[config.mk]
export PLATFORM = sky130hd
export DESIGN_NAME = event_ack_ctl
export DESIGN_NICKNAME = d
export VERILOG_FILES = /design/src/rtl/event_ack_ctl.sv
export SDC_FILE = /design/constraint.sdc
export NUM_CORES = 1
export LEC_CHECK = 0
export BUFFER_PORTS_ARGS = -buffer_cell sky130_fd_sc_hd__buf_4
export CAP_MARGIN = 25
export CORE_MARGIN = 2
export CORE_UTILIZATION = 50
export DETAILED_ROUTE_END_ITERATION = 10
export PLACE_DENSITY_LB_ADDON = 0.25
export SYNTH_ARGS = -nofsm -noshare
export SYNTH_HDL_FRONTEND = slang
export SYNTH_SLANG_ARGS = --single-unit
[constraint.sdc]
create_clock -name aclk -period 8.4 [get_ports aclk]
set_input_delay 0.42 -clock aclk [delete_from_list [all_inputs] [get_ports aclk]]
set_output_delay 0.42 -clock aclk [all_outputs]
set_load 0.02 [all_outputs]
[src/rtl/event_ack_ctl.sv]
`default_nettype none
// =============================================================================
// event_ack_ctl : frame-buffer ack/nack controller with per-slot retry limit
// Rev 1.0
// =============================================================================
module event_ack_ctl #(
   parameter int NBUF      = 4,
   parameter int MAX_RETRY = 3
) (
   input  logic        aclk,
   input  logic        aresetn,
   input  logic [31:0] s_event_tdata,
   input  logic        s_event_tvalid,
   output logic        s_event_tready,
   input  logic [15:0] s_cmd_tdata,
   input  logic        s_cmd_tvalid,
   output logic        s_cmd_tready,
   output logic [15:0] m_ack_tdata,
   output logic        m_ack_tvalid,
   input  logic        m_ack_tready,
   output logic [31:0] m_nack_tdata,
   output logic        m_nack_tvalid,
   input  logic        m_nack_tready,
   output logic [6:0]  outstanding_o,
   output logic        err_o,
   output logic        forced_o
);

   localparam int AW = (NBUF > 1) ? $clog2(NBUF) : 1;
   localparam int RW = (MAX_RETRY < 4) ? 2 : $clog2(MAX_RETRY + 1);

   localparam logic [RW-1:0] c_max_retry = RW'(MAX_RETRY);
   localparam logic [AW-1:0] c_last_slot = AW'(NBUF - 1);
   localparam logic [1:0]    c_op_accept = 2'b01;
   localparam logic [1:0]    c_op_resend = 2'b10;

   localparam logic [1:0] c_st_prefill   = 2'd0;
   localparam logic [1:0] c_st_idle      = 2'd1;
   localparam logic [1:0] c_st_send_ack  = 2'd2;
   localparam logic [1:0] c_st_send_nack = 2'd3;

   logic [1:0]    state_q, state_d;
   logic [NBUF-1:0] busy_q, busy_d;
   logic [19:0]   len_q   [NBUF];
   logic [19:0]   len_d   [NBUF];
   logic [RW-1:0] retry_q [NBUF];
   logic [RW-1:0] retry_d [NBUF];
   logic [AW-1:0] pf_addr_q, pf_addr_d;
   logic          rdy_q, rdy_d;
   logic          ack_valid_q, ack_valid_d;
   logic [15:0]   ack_data_q, ack_data_d;
   logic          nack_valid_q, nack_valid_d;
   logic [31:0]   nack_data_q, nack_data_d;
   logic [6:0]    outstanding_q, outstanding_d;
   logic          err_q, err_d;
   logic          forced_q, forced_d;

   logic [AW-1:0] ev_slot;
   logic          ev_fire;
   logic          cmd_fire;
   logic [1:0]    cmd_op;
   logic [11:0]   cmd_addr;
   logic [AW-1:0] cmd_slot;
   logic          cmd_legal;
   logic [RW-1:0] retry_cur;
   logic          do_ack;
   logic          do_nack;
   logic          do_force;
   logic          cmd_err;
   logic          pf_last;
   logic [AW-1:0] pf_next;
   logic          unused_bits;

   // Descriptors take priority: a cmd is only consumed when no descriptor is offered.
   assign ev_slot   = s_event_tdata[20 +: AW];
   assign ev_fire   = rdy_q && s_event_tvalid;
   assign cmd_fire  = rdy_q && s_cmd_tvalid && !s_event_tvalid;
   assign cmd_op    = s_cmd_tdata[15:14];
   assign cmd_addr  = s_cmd_tdata[11:0];
   assign cmd_slot  = cmd_addr[AW-1:0];
   assign cmd_legal = ((cmd_addr >> AW) == 12'd0) && busy_q[cmd_slot] &&
                      ((cmd_op == c_op_accept) || (cmd_op == c_op_resend));
   assign retry_cur = retry_q[cmd_slot];
   assign do_nack   = cmd_fire && cmd_legal && (cmd_op == c_op_resend) &&
                      (retry_cur < c_max_retry);
   assign do_ack    = cmd_fire && cmd_legal && !do_nack;
   assign do_force  = do_ack && (cmd_op == c_op_resend);
   assign cmd_err   = cmd_fire && !cmd_legal;
   assign pf_last   = (pf_addr_q == c_last_slot);
   assign pf_next   = pf_addr_q + AW'(1);

   assign unused_bits = ^{s_event_tdata[31:20+AW], s_cmd_tdata[13:12]};

   always_ff @(posedge aclk or negedge aresetn) begin
      if (!aresetn) begin
         state_q <= c_st_prefill;
      end else begin
         state_q <= state_d;
      end
   end

   always_comb begin
      state_d = state_q;
      case (state_q)
         c_st_prefill: begin
            if (ack_valid_q && m_ack_tready && pf_last) state_d = c_st_idle;
         end
         c_st_idle: begin
            if (do_ack)       state_d = c_st_send_ack;
            else if (do_nack) state_d = c_st_send_nack;
         end
         c_st_send_ack: begin
            if (m_ack_tready) state_d = c_st_idle;
         end
         c_st_send_nack: begin
            if (m_nack_tready) state_d = c_st_idle;
         end
         default: state_d = c_st_prefill;
      endcase
   end

   always_comb begin
      busy_d       = busy_q;
      len_d        = len_q;
      retry_d      = retry_q;
      pf_addr_d    = pf_addr_q;
      ack_valid_d  = ack_valid_q;
      ack_data_d   = ack_data_q;
      nack_valid_d = nack_valid_q;
      nack_data_d  = nack_data_q;
      err_d        = err_q;
      forced_d     = 1'b0;
      case (state_q)
         c_st_prefill: begin
            // Only the final prefill ack grants permission to write.
            if (!ack_valid_q) begin
               ack_valid_d = 1'b1;
               ack_data_d  = {pf_last, 3'b000, {(12-AW){1'b0}}, pf_addr_q};
            end else if (m_ack_tready) begin
               if (pf_last) begin
                  ack_valid_d = 1'b0;
                  pf_addr_d   = '0;
               end else begin
                  pf_addr_d  = pf_next;
                  ack_data_d = {(pf_next == c_last_slot), 3'b000, {(12-AW){1'b0}}, pf_next};
               end
            end
         end
         c_st_idle: begin
            if (ev_fire) begin
               if (busy_q[ev_slot]) err_d = 1'b1;
               busy_d[ev_slot] = 1'b1;
               len_d[ev_slot]  = s_event_tdata[19:0];
            end
            if (cmd_err) err_d = 1'b1;
            if (do_ack) begin
               busy_d[cmd_slot]  = 1'b0;
               retry_d[cmd_slot] = '0;
               ack_valid_d       = 1'b1;
               ack_data_d        = {1'b1, 3'b000, cmd_addr};
               forced_d          = do_force;
            end
            if (do_nack) begin
               busy_d[cmd_slot]  = 1'b0;
               retry_d[cmd_slot] = retry_cur + RW'(1);
               nack_valid_d      = 1'b1;
               nack_data_d       = {cmd_addr, len_q[cmd_slot]};
            end
         end
         c_st_send_ack: begin
            if (m_ack_tready) ack_valid_d = 1'b0;
         end
         c_st_send_nack: begin
            if (m_nack_tready) nack_valid_d = 1'b0;
         end
         default: begin
            ack_valid_d  = 1'b0;
            nack_valid_d = 1'b0;
         end
      endcase

      rdy_d = (state_d == c_st_idle);

      outstanding_d = '0;
      for (int i = 0; i < NBUF; i++) begin
         outstanding_d = outstanding_d + 7'(busy_d[i]);
      end
   end

   always_ff @(posedge aclk or negedge aresetn) begin
      if (!aresetn) begin
         busy_q        <= '0;
         for (int i = 0; i < NBUF; i++) begin
            len_q[i]   <= '0;
            retry_q[i] <= '0;
         end
         pf_addr_q     <= '0;
         rdy_q         <= 1'b0;
         ack_valid_q   <= 1'b0;
         ack_data_q    <= '0;
         nack_valid_q  <= 1'b0;
         nack_data_q   <= '0;
         outstanding_q <= '0;
         err_q         <= 1'b0;
         forced_q      <= 1'b0;
      end else begin
         busy_q        <= busy_d;
         len_q         <= len_d;
         retry_q       <= retry_d;
         pf_addr_q     <= pf_addr_d;
         rdy_q         <= rdy_d;
         ack_valid_q   <= ack_valid_d;
         ack_data_q    <= ack_data_d;
         nack_valid_q  <= nack_valid_d;
         nack_data_q   <= nack_data_d;
         outstanding_q <= outstanding_d;
         err_q         <= err_d;
         forced_q      <= forced_d;
      end
   end

   assign s_event_tready = rdy_q;
   assign s_cmd_tready   = rdy_q;
   assign m_ack_tvalid   = ack_valid_q;
   assign m_ack_tdata    = ack_data_q;
   assign m_nack_tvalid  = nack_valid_q;
   assign m_nack_tdata   = nack_data_q;
   assign outstanding_o  = outstanding_q;
   assign err_o          = err_q;
   assign forced_o       = forced_q;

endmodule
`default_nettype wire

==> flow_summary.toml <==
[sta]
period_needed_ps = 3260
hold_violations = 0
fin_crit_sh_pct = 38.8
rsz0062_at_grt = "false"
worst_pin_slew_ps = 798
drv_slew = 0
setup_ws_ps = 5140
hold_ws_ps = 12.3
setup-tns-final_ps = 0
final.setup_skew_ps = 9.22
final-setup-viol-count = 0
clock.fmax_mhz = 307
slew_headroom_pct = 46.6

[final_layout]
fillCellCount = 958
area.growth.synth_to_final_pct = 23.1
layout_commonest_cell = "dfrtp_1"
diodes = 0
finalNonFillerCells = 718
drive_above_1_share_pct = 48.5
num-nets-final = 599
fin_area_mm2 = 0.00803
final_cell_mix = "dfrtp_1, mux2_2, buf_4"

[floorplan]
io_pins = 115
dieArea_mm2 = 0.0140
start_util_pct = 51.5
die_x_um = 118
die_h_um = 118
rows = 41
coreArea_mm2 = 0.0127

[power_and_ir_drop]
p_sw_share_pct = 26.3
combPwrFrac_pct = 22.3
power_leakage_nw = 3.91
power_switching_w = 0.000621
p_clk_share_pct = 34.2
powerDensity_mw_per_mm2 = 294
ir_drop_v = 0.000207
power.share.sequential_pct = 43.5
power.internal_w = 0.00174

[clocking]
insertion_delay_ps = 420
clockRootBuffer = "clkbuf_16"
clock_sinks = 149
hold_buffers = 0
cts_tree = "built"
h-tree-depth = 4
cts-resized-gates = 0
cts_buffers = 17
clockBufferDepth = 2
postCtsSetupRepairBufs = 0
clk_pin_slew_ps = 60

[synthesis]
yosysSeqAreaShare_pct = 57.2
synthArstFlopShare_pct = 100
ys_seq_elements = 149
synth_flop_cell = "dfrtp_1"
synth.distinct_cells = 47
yosysWarnings = 0
synthesis.area_mm2 = 0.00652
syn_area_per_cell_um2 = 15.0
synth_edf_count = 0
syn_inst = 436

[detailed_routing]
drcViolationCount = 0
via_count = 3822
via_per_inst = 5.32
drt-initial-drc-count = 186
totalWireLength_um = 12900
wl_per_cell_um = 18.0
postRouteAntennaNets = 0
dr.pass1.iters = 4

[setup_path]
path_class = "reg2reg"
critPathCaptureType = "flip-flop"
crit_buf_inv = 2
cp.arrival_ps = 3560
crit_slowest_cell = "ha_1"
crit_path_frequent_cell = "ha_1"
crit_chain = "inv_1 -> ha_1 -> and3_1 -> nor3b_2 -> buf_4 -> nor2_1 -> nor2_1 -> fa_1 -> ha_1 -> ha_1"
path_max_fanout = 21
crit_family = "adder cells"
slowest_delay_ps = 500
start_kind = "flip-flop"
required_ps = 8700

[min_path]
hold_class = "in2async"

[global_routing]
grt_pass1_wl_um = 21400
track_usage_pct = 19.8
overflow = 0
grt_pass1_vias = 4081
grt_max_degree = 77
grt_antenna_before_repair = 0

[flow_run]
maxCapViolations = 0

[placement]
dp_cells = 685
place_ws_ps = 4950
dp_hpwl_um = 8180
dpl_cell_area_mm2 = 0.00736
io_buffers = 95
gp_congestion = 0.894

[outcome]
status = "complete, no violations"
## final cells by class
cell class	instances	area [um^2]	share of cell area (%)
clock inverter	12	174	2.17
clock buffer	20	467	5.81
sequential	149	3730	46.4
timing repair buffer	101	782	9.74
tap	172	215	2.68
inverter	10	37.5	0.468
multi-input combinational	254	2620	32.7
## cells in the mapped netlist, types with 4 or more instances
cell type / instances / area (um^2)
nor3_1: 5 / 25.0
nor2_1: 10 / 37.5
nor4_1: 4 / 25.0
buf_4: 8 / 60.1
mux2_1: 13 / 146
dfrtp_1: 149 / 3730
a21oi_1: 4 / 20.0
and2_1: 21 / 131
o21ai_0: 5 / 25.0
inv_1: 10 / 37.5
nand3_1: 4 / 20.0
buf_2: 8 / 40.0
mux4_2: 24 / 541
nand2_1: 10 / 37.5
clkbuf_1: 8 / 30.0
ha_1: 11 / 138
mux2_2: 100 / 1130
## layer usage
layer	global-route usage (%)	vias up	wire length (um)
met5	0	-	0
met4	8.21	0	225
met3	5.69	20	674
met2	31.8	100	6310
met1	25.4	1947	5730
li1	-	1755	-
## final timing paths
path	start	endpoint	cells past startpoint	slack (ps)
worst max-delay path	state_q[1]	outstanding_o[1]	10	5140
worst min-delay path	aresetn	m_nack_tdata[20]	1	10
worst max register to register	state_q[1]	outstanding_o[1]	10	5140
worst min register to register	m_ack_tdata[9]	m_ack_tdata[9]	1	480
max in group asynchronous	aresetn	s_cmd_tready	3	7410
min in group aclk	m_nack_tready	m_nack_tvalid	2	190
## power by group through the flow
stage | clock network (W) | registers (W) | logic, W
3_3_place_gp | 0 | 0.00102 | 0.000505
5_1_grt | 0.000859 | 0.00105 | 0.000579
4_1_cts | 0.000824 | 0.00103 | 0.000534
6_report | 0.000809 | 0.00103 | 0.000527
2_1_floorplan | 0 | 0.00102 | 0.000381
3_5_place_dp | 0 | 0.00104 | 0.000529
## worst register-to-register path, delay by kind of cell, from the launching register on
kind                     cells  cell delay, ps
buffers and inverters        2             480
adder cells (fa/ha/maj)      4            1430
AND/OR/NAND/NOR              4             810
flip-flops                   1             430
## state kept, by name (all words and copies together), names as in the netlist
name / cells
m_nack_tdata: 32
m_ack_tvalid: 1
m_ack_tdata: 13
retry_q: 8
m_nack_tvalid: 1
outstanding_o: 3
busy_q: 4
len_q: 80
pf_addr_q: 2
s_cmd_tready: 1
err_o: 1
state_q: 2
forced_o: 1
## kinds of logic after synthesis
family	count (synthesis)	synth area share [%]
AOI/OAI and AO/OA	26	2.86
xor gates and xnor gates	1	0.134
adders and majority gates	12	2.42
buffers and inverters	39	3.09
DFF	149	57.2
muxes	137	27.8
other	1	0.0575
and+or+nand+nor	71	6.50
## through the flow
step	total power [W]	util, %
5_1_grt	0.00249	63.4
3_3_place_gp	0.00152	58.1
4_1_cts	0.00239	63.1
6_report	0.00236	63.4
2_1_floorplan	0.00140	-
3_5_place_dp	0.00157	58.1
No activity file was read; power rests on OpenSTA's default activity.
